===== config.mk =====
export PLATFORM = sky130hd
export DESIGN_NAME = alu_mc
export DESIGN_NICKNAME = d
export VERILOG_FILES = /design/src/rtl/alu_mc.sv
export SDC_FILE = /design/constraint.sdc
export NUM_CORES = 1
export LEC_CHECK = 0
export CAP_MARGIN = 20
export CORE_MARGIN = 2
export CORE_UTILIZATION = 45
export DETAILED_ROUTE_END_ITERATION = 8
export GPL_ROUTABILITY_DRIVEN = 0
export PLACE_DENSITY_LB_ADDON = 0.25
export SYNTH_ARGS = -nofsm -noshare
export SYNTH_HDL_FRONTEND = slang
export SYNTH_SLANG_ARGS = --single-unit

===== constraint.sdc =====
create_clock -name Clock -period 4.15 [get_ports Clock]
set_input_delay 0.415 -clock Clock [delete_from_list [all_inputs] [get_ports Clock]]
set_output_delay 0.415 -clock Clock [all_outputs]
set_load 0.005 [all_outputs]

===== src/rtl/alu_mc.sv =====
// alu_mc: multi-cycle ALU with a three-state controller (IDLE/BUSY/DONE).
// Single-cycle ops (logic, add/sub, slt, shifts) finish one cycle after
// acceptance. MUL (shift-add) and DIVU (restoring) iterate WIDTH cycles.
// Optional macro: ALU_MC_DIV_EN builds the divider. When it is undefined,
// opcode 1001 is handled as an undefined opcode.
// Ports:
//   Clock, Reset      - clock, synchronous active-high reset
//   Start             - request an operation (accepted when Ready=1)
//   A, B, AInvert, Op - operands, A-invert for logic ops, opcode
//   Ready             - controller idle, Start will be accepted
//   Done              - one-cycle pulse, Result and flags valid
//   Result            - registered result
//   Zero, Overflow, CarryOut - registered flags
module alu_mc #(
    parameter int unsigned WIDTH = 16
) (
    input  logic             Clock,
    input  logic             Reset,
    input  logic             Start,
    input  logic [WIDTH-1:0] A,
    input  logic [WIDTH-1:0] B,
    input  logic             AInvert,
    input  logic [3:0]       Op,
    output logic             Ready,
    output logic             Done,
    output logic [WIDTH-1:0] Result,
    output logic             Zero,
    output logic             Overflow,
    output logic             CarryOut
);

    localparam int unsigned SH_W = $clog2(WIDTH);
    localparam int unsigned W1   = WIDTH + 1;

    localparam logic [3:0] OP_AND  = 4'b0000;
    localparam logic [3:0] OP_OR   = 4'b0001;
    localparam logic [3:0] OP_XOR  = 4'b0010;
    localparam logic [3:0] OP_ADD  = 4'b0100;
    localparam logic [3:0] OP_SUB  = 4'b1100;
    localparam logic [3:0] OP_SLT  = 4'b1101;
    localparam logic [3:0] OP_SLL  = 4'b0110;
    localparam logic [3:0] OP_SRA  = 4'b0111;
    localparam logic [3:0] OP_MUL  = 4'b1000;
`ifdef ALU_MC_DIV_EN
    localparam logic [3:0] OP_DIVU = 4'b1001;
`endif

    typedef enum logic [1:0] {
        S_IDLE = 2'd0,
        S_BUSY = 2'd1,
        S_DONE = 2'd2
    } state_t;

    state_t            state_q, state_d;
    logic [SH_W-1:0]   cnt_q, cnt_d;
    logic [WIDTH-1:0]  hi_q, hi_d;       // MUL: product high half, DIVU: remainder
    logic [WIDTH-1:0]  lo_q, lo_d;       // MUL: multiplier/product low, DIVU: dividend/quotient
    logic [WIDTH-1:0]  mcand_q, mcand_d; // MUL: multiplicand, DIVU: divisor
    logic [WIDTH-1:0]  result_q, result_d;
    logic              zero_q, zero_d;
    logic              ovf_q, ovf_d;
    logic              cout_q, cout_d;
    logic              ready_q, ready_d;
    logic              done_q, done_d;
`ifdef ALU_MC_DIV_EN
    logic              is_div_q, is_div_d;
    logic [WIDTH:0]    div_shift;
    logic [WIDTH:0]    div_trial;
`endif

    logic [WIDTH-1:0]  a_log;
    logic [WIDTH:0]    add_full;
    logic [WIDTH:0]    sub_full;
    logic              add_ovf;
    logic              sub_ovf;
    logic [SH_W-1:0]   shamt;
    logic [WIDTH-1:0]  alu_res;
    logic              alu_cout;
    logic              alu_ovf;

    logic [WIDTH:0]    mul_sum;
    logic [WIDTH-1:0]  step_hi;
    logic [WIDTH-1:0]  step_lo;

    // Single-cycle datapath, evaluated on the live inputs at acceptance.
    always_comb begin : alu_single
        a_log    = AInvert ? ~A : A;
        add_full = {1'b0, A} + {1'b0, B};
        sub_full = {1'b0, A} + {1'b0, ~B} + W1'(1);
        add_ovf  = (A[WIDTH-1] == B[WIDTH-1]) && (add_full[WIDTH-1] != A[WIDTH-1]);
        sub_ovf  = (A[WIDTH-1] != B[WIDTH-1]) && (sub_full[WIDTH-1] != A[WIDTH-1]);
        shamt    = B[SH_W-1:0];
        alu_res  = '0;
        alu_cout = 1'b0;
        alu_ovf  = 1'b0;
        case (Op)
            OP_AND: alu_res = a_log & B;
            OP_OR:  alu_res = a_log | B;
            OP_XOR: alu_res = a_log ^ B;
            OP_ADD: begin
                alu_res  = add_full[WIDTH-1:0];
                alu_cout = add_full[WIDTH];
                alu_ovf  = add_ovf;
            end
            OP_SUB: begin
                alu_res  = sub_full[WIDTH-1:0];
                alu_cout = sub_full[WIDTH];
                alu_ovf  = sub_ovf;
            end
            // Sign of A-B corrected by overflow gives the true signed compare.
            OP_SLT: alu_res = WIDTH'(sub_full[WIDTH-1] ^ sub_ovf);
            OP_SLL: alu_res = A << shamt;
            OP_SRA: alu_res = WIDTH'($signed(A) >>> shamt);
            default: alu_res = '0;
        endcase
    end

    // One iteration of the shift-add multiplier or restoring divider.
    always_comb begin : iter_step
        mul_sum = {1'b0, hi_q} + (lo_q[0] ? {1'b0, mcand_q} : W1'(0));
        step_hi = mul_sum[WIDTH:1];
        step_lo = {mul_sum[0], lo_q[WIDTH-1:1]};
`ifdef ALU_MC_DIV_EN
        div_shift = {hi_q, lo_q[WIDTH-1]};
        div_trial = div_shift - {1'b0, mcand_q};
        if (is_div_q) begin
            if (!div_trial[WIDTH]) begin
                step_hi = div_trial[WIDTH-1:0];
                step_lo = {lo_q[WIDTH-2:0], 1'b1};
            end else begin
                step_hi = div_shift[WIDTH-1:0];
                step_lo = {lo_q[WIDTH-2:0], 1'b0};
            end
        end
`endif
    end

    // Controller next state and registered-output next values.
    always_comb begin : next_state
        state_d  = state_q;
        cnt_d    = cnt_q;
        hi_d     = hi_q;
        lo_d     = lo_q;
        mcand_d  = mcand_q;
        result_d = result_q;
        zero_d   = zero_q;
        ovf_d    = ovf_q;
        cout_d   = cout_q;
`ifdef ALU_MC_DIV_EN
        is_div_d = is_div_q;
`endif
        case (state_q)
            S_IDLE: begin
                if (Start) begin
                    if (Op == OP_MUL) begin
                        state_d = S_BUSY;
                        cnt_d   = '0;
                        hi_d    = '0;
                        lo_d    = B;
                        mcand_d = A;
`ifdef ALU_MC_DIV_EN
                        is_div_d = 1'b0;
                    end else if (Op == OP_DIVU) begin
                        state_d  = S_BUSY;
                        cnt_d    = '0;
                        hi_d     = '0;
                        lo_d     = A;
                        mcand_d  = B;
                        is_div_d = 1'b1;
`endif
                    end else begin
                        state_d  = S_DONE;
                        result_d = alu_res;
                        ovf_d    = alu_ovf;
                        cout_d   = alu_cout;
                    end
                end
            end
            S_BUSY: begin
                hi_d  = step_hi;
                lo_d  = step_lo;
                cnt_d = cnt_q + SH_W'(1);
                // The last iteration's edge also enters DONE with the final values.
                if (cnt_q == SH_W'(WIDTH - 1)) begin
                    state_d  = S_DONE;
                    result_d = step_lo;
                    ovf_d    = |step_hi;
                    cout_d   = 1'b0;
`ifdef ALU_MC_DIV_EN
                    if (is_div_q) begin
                        ovf_d = (mcand_q == '0);
                        if (mcand_q == '0) begin
                            result_d = '1;
                        end
                    end
`endif
                end
            end
            S_DONE: state_d = S_IDLE;
            default: state_d = S_IDLE;
        endcase
        // state_d is DONE only on entry, so the flag follows the new result.
        if (state_d == S_DONE) begin
            zero_d = (result_d == '0);
        end
        ready_d = (state_d == S_IDLE);
        done_d  = (state_d == S_DONE);
    end

    always_ff @(posedge Clock) begin
        if (Reset) begin
            state_q  <= S_IDLE;
            cnt_q    <= '0;
            hi_q     <= '0;
            lo_q     <= '0;
            mcand_q  <= '0;
            result_q <= '0;
            zero_q   <= 1'b0;
            ovf_q    <= 1'b0;
            cout_q   <= 1'b0;
            ready_q  <= 1'b1;
            done_q   <= 1'b0;
`ifdef ALU_MC_DIV_EN
            is_div_q <= 1'b0;
`endif
        end else begin
            state_q  <= state_d;
            cnt_q    <= cnt_d;
            hi_q     <= hi_d;
            lo_q     <= lo_d;
            mcand_q  <= mcand_d;
            result_q <= result_d;
            zero_q   <= zero_d;
            ovf_q    <= ovf_d;
            cout_q   <= cout_d;
            ready_q  <= ready_d;
            done_q   <= done_d;
`ifdef ALU_MC_DIV_EN
            is_div_q <= is_div_d;
`endif
        end
    end

    assign Ready    = ready_q;
    assign Done     = done_q;
    assign Result   = result_q;
    assign Zero     = zero_q;
    assign Overflow = ovf_q;
    assign CarryOut = cout_q;

endmodule


==> flow_metrics.py <==
metrics = {
    "global_routing": {
        "gr-total-overflow": 0,
        "grt.met1_usage_pct": 41.44,
        "grt_pass1_vias": 8800,
        "grt_pass1_wl_um": 49980,
        "met3_usage_pct": 5.849,
        "met2_usage_pct": 45.57,
        "antenna_found_initial": 0,
        "track_usage_pct": 29.94,
        "grt_max_degree": 74,
        "busiest_layer": "met2",
    },
    "synthesis": {
        "synthDistinctLibCells": 89,
        "postSynthCellCount": 1197,
        "syn_nets": 1323,
        "syn_area_um2": 8969,
        "synthMuxAreaShare_pct": 8.329,
        "yosys_warnings": 0,
        "ys_ff_latch": 75,
        "synth-compound-area-share_pct": 27.40,
        "synth_area_per_cell_um2": 7.493,
        "seq_area_frac_synth_pct": 16.74,
        "synthAdderAreaFrac_pct": 12.33,
        "postSynth.asyncResetShare_pct": 0,
        "synth_xor_area_share_pct": 4.297,
        "synth_simple_gate_area_share_pct": 23.76,
        "synth_top_family_by_area": "compound AO/OA/AOI/OAI gates",
        "synth_edf_count": 0,
        "synth_flop_cell": "dfxtp_1",
    },
    "finish": {
        "fillers": 1928,
        "instances_no_fill": 1525,
        "antenna_cells": 0,
        "postLayoutCoreUtil_pct": 53.28,
        "final_cell_area_um2": 10400,
        "areaGrowthSynthToFinish_pct": 16.00,
        "nNetsFinal": 1381,
        "drive_gt1_share_pct": 11.59,
    },
    "die": {
        "num_rows": 51,
        "die_width_um": 145.2,
        "fp.dieArea_um2": 21080,
        "start_util_pct": 45.93,
        "boundaryPins": 61,
        "die-height_um": 145.2,
        "core_area_um2": 19530,
    },
    "critical_path": {
        "start_kind": "input pin",
        "endpoint": "Zero",
        "timing.critical_path.slowest_stage_cell": "clkdlybuf4s50_1",
        "worst-endpoint-required_ps": 4420,
        "arrival_ps": 4000,
        "critical_path.max_fanout": 3,
        "r2r_start": "lo_q[0]",
        "cp-end-kind": "flip-flop",
        "ff2ff_path_depth": 12,
        "r2r_setup_slack_ps": 750,
        "critPathKind": "in -> reg",
        "path_cells": "clkdlybuf4s50_1 -> inv_1 -> ha_1 -> nor2b_1 -> o2111ai_1 -> a31o_2 -> a21oi_1 -> nor3_1 -> nor2_1 -> o21ai_0 -> nand2b_1 -> fa_1 -> nor3b_1 -> a21oi_1 -> o211ai_1 -> a2111oi_0 -> buf_4 -> o211ai_1 -> o31ai_2",
        "crit_path_max_incr_delay_ps": 480,
        "worst-path-stages": 19,
        "rr_endpoint": "Overflow",
        "critPathTopFamily": "compound AO/OA/AOI/OAI gates",
        "path_buf_inv": 3,
        "critPathLaunch": "A[0]",
    },
    "route": {
        "ant_nets": 0,
        "drt-initial-drc-count": 1057,
        "dr.pass1.iters": 5,
        "vias": 9621,
        "drc_errors": 0,
        "wl_per_cell_um": 21.41,
        "drt-total-wl_um": 32650,
        "via_per_inst": 6.309,
    },
    "clock_network": {
        "cts_tree": "yes",
        "numCtsBuffers": 9,
        "hold_buffers": 0,
        "clkLatencyLatePin_ps": 340,
        "cts-resized-gates": 0,
        "clock_path_buffers": 2,
        "cts_root_buf": "clkbuf_16",
        "htreeDepth": 3,
        "post_cts_buffers": 0,
        "path_clk_slew_ps": 60,
        "clock_sinks": 75,
    },
    "timing": {
        "timing.final.crit_share_pct": 89.85,
        "fin_tns_setup_ps": 0,
        "finalSetupViolCount": 0,
        "rsz0062_at_grt": "no",
        "relSlewSlack_pct": 41.56,
        "finalCriticalPeriod_ps": 3729,
        "finalHoldViolCount": 0,
        "worst_slew_pin_slew_ps": 876.6,
        "fin_skew_ps": 7.594,
        "final-max-slew-violation-count": 0,
        "max_clock_freq_ghz": 0.2682,
    },
    "status": {
        "status": "complete, no violations",
    },
    "pwr": {
        "cellLeakagePower_nw": 4.409,
        "vdd_ir_drop_max_v": 0.0002032,
        "powerDensity_nw_per_um2": 238.7,
    },
    "job": {
        "maxCapViolations": 0,
    },
    "placement": {
        "hpwl_um": 25110,
        "port_buffers": 60,
        "place_area_um2": 10070,
        "dp.cells": 1509,
    },
    "min_path": {
        "hold_class": "in -> reg",
    },
}
[stage by stage]
step | total power, mW | hold slack (ps) | setup WS [ps]
2_1_floorplan | 1.284 | 431.7 | 455.7
3_3_place_gp | 1.582 | 438.6 | 87.93
3_5_place_dp | 1.587 | 442.4 | 90.30
4_1_cts | 2.464 | 270.9 | 435.8
5_1_grt | 2.593 | 279.4 | 136.8
6_report | 2.484 | 272.8 | 421.3
[synth_stat cells, types with 13 or more instances]
master	instances	share of area (%)
nor2_1	99	4.1
nand3_1	35	2.0
xor2_1	30	2.9
ha_1	82	11
nor2b_1	19	1.3
a21oi_1	80	4.5
buf_2	20	1.1
inv_1	62	2.6
o21ai_0	51	2.8
a21o_1	19	1.6
a311oi_1	14	1.4
and2_1	26	1.8
nand4_1	14	0.98
o22ai_1	27	1.9
clkbuf_1	57	2.4
dfxtp_1	75	17
nand2b_1	21	1.5
nand2_1	121	5.1
mux2i_1	33	3.7
nor3_1	21	1.2
a31oi_1	13	0.91
xnor2_1	14	1.4
mux2_2	15	1.9
a22oi_1	22	1.8
[area by class of cell]
cell class	instances	area, um2	share of cell area [%]
sequential	75	1501	14.43
timing repair buffer	134	1154	11.09
clock buffer	10	239.0	2.297
inverter	65	244.0	2.345
clock inverter	6	95.09	0.9140
multi-input combinational	970	6839	65.74
tap	265	331.6	3.187
[power breakdown]
| group | internal [mW] | switching [mW] | leakage, nW |
|---|---|---|---|
| registers | 0.737 | 0.0192 | 0.607 |
| logic | 0.350 | 0.497 | 3.64 |
| clock network | 0.550 | 0.329 | 0.164 |
| total | 1.64 | 0.846 | 4.41 |
[per-layer routing]
layer | up-vias | routed length [um]
met4 | 0 | 1495
met5 | - | 0
met3 | 99 | 3603
met1 | 4438 | 13640
li1 | 4518 | -
met2 | 566 | 13910
[placed cells by master (no fill, tap or decap), types with 21 or more instances in the layout]
cell type / Yosys / final
a21oi_1: 80 / 80
a22oi_1: 22 / 22
and2_1: 26 / 26
buf_4: 3 / 73
clkdlybuf4s50_1: 0 / 57
dfxtp_1: 75 / 75
ha_1: 82 / 82
inv_1: 62 / 62
mux2i_1: 33 / 33
nand2_1: 121 / 121
nand2b_1: 21 / 21
nand3_1: 35 / 35
nor2_1: 99 / 99
nor3_1: 21 / 21
o21ai_0: 51 / 51
o22ai_1: 27 / 27
xor2_1: 30 / 30
[kinds of logic (layout without fill, tap and decap cells)]
family,count (synthesis),after routing
flip-flops,75,75
AND/OR/NAND/NOR,427,427
AO/OA/AOI/OAI,352,352
multiplexers,61,61
buffers and inverters,152,215
XOR/XNOR,44,44
adder cells (fa/ha/maj),86,86
[state kept, by name, indices dropped and copies added (netlist names)]
register,count
state_q,2
mcand_q,16
Zero,1
Overflow,1
lo_q,16
CarryOut,1
cnt_q,4
Result,16
Ready,1
hi_q,16
Done,1
[worst min-delay path by stage]
stage                           start           to  slack (ps)  depth (start not counted)
after floorplan            mcand_q[0]   mcand_q[0]         430                          2
after global placement    mcand_q[11]  mcand_q[11]         440                          2
after detailed placement  mcand_q[11]  mcand_q[11]         440                          2
after CTS                       Reset   state_q[1]         270                          2
after global routing            Reset   state_q[1]         280                          2
final                           Reset   state_q[1]         270                          2
[worst register-to-register path: stages (launching register included)]
cell and delay (ps):
dfxtp_1 380, buf_4 190, and2_1 180, ha_1 230, a21o_1 210, a2111o_1 390
or3_1 360, a31o_2 250, o41ai_2 260, xor2_1 260, nand4_1 120, nor4_1 330
a21oi_1 130
No activity file was read; power rests on OpenSTA's default activity.
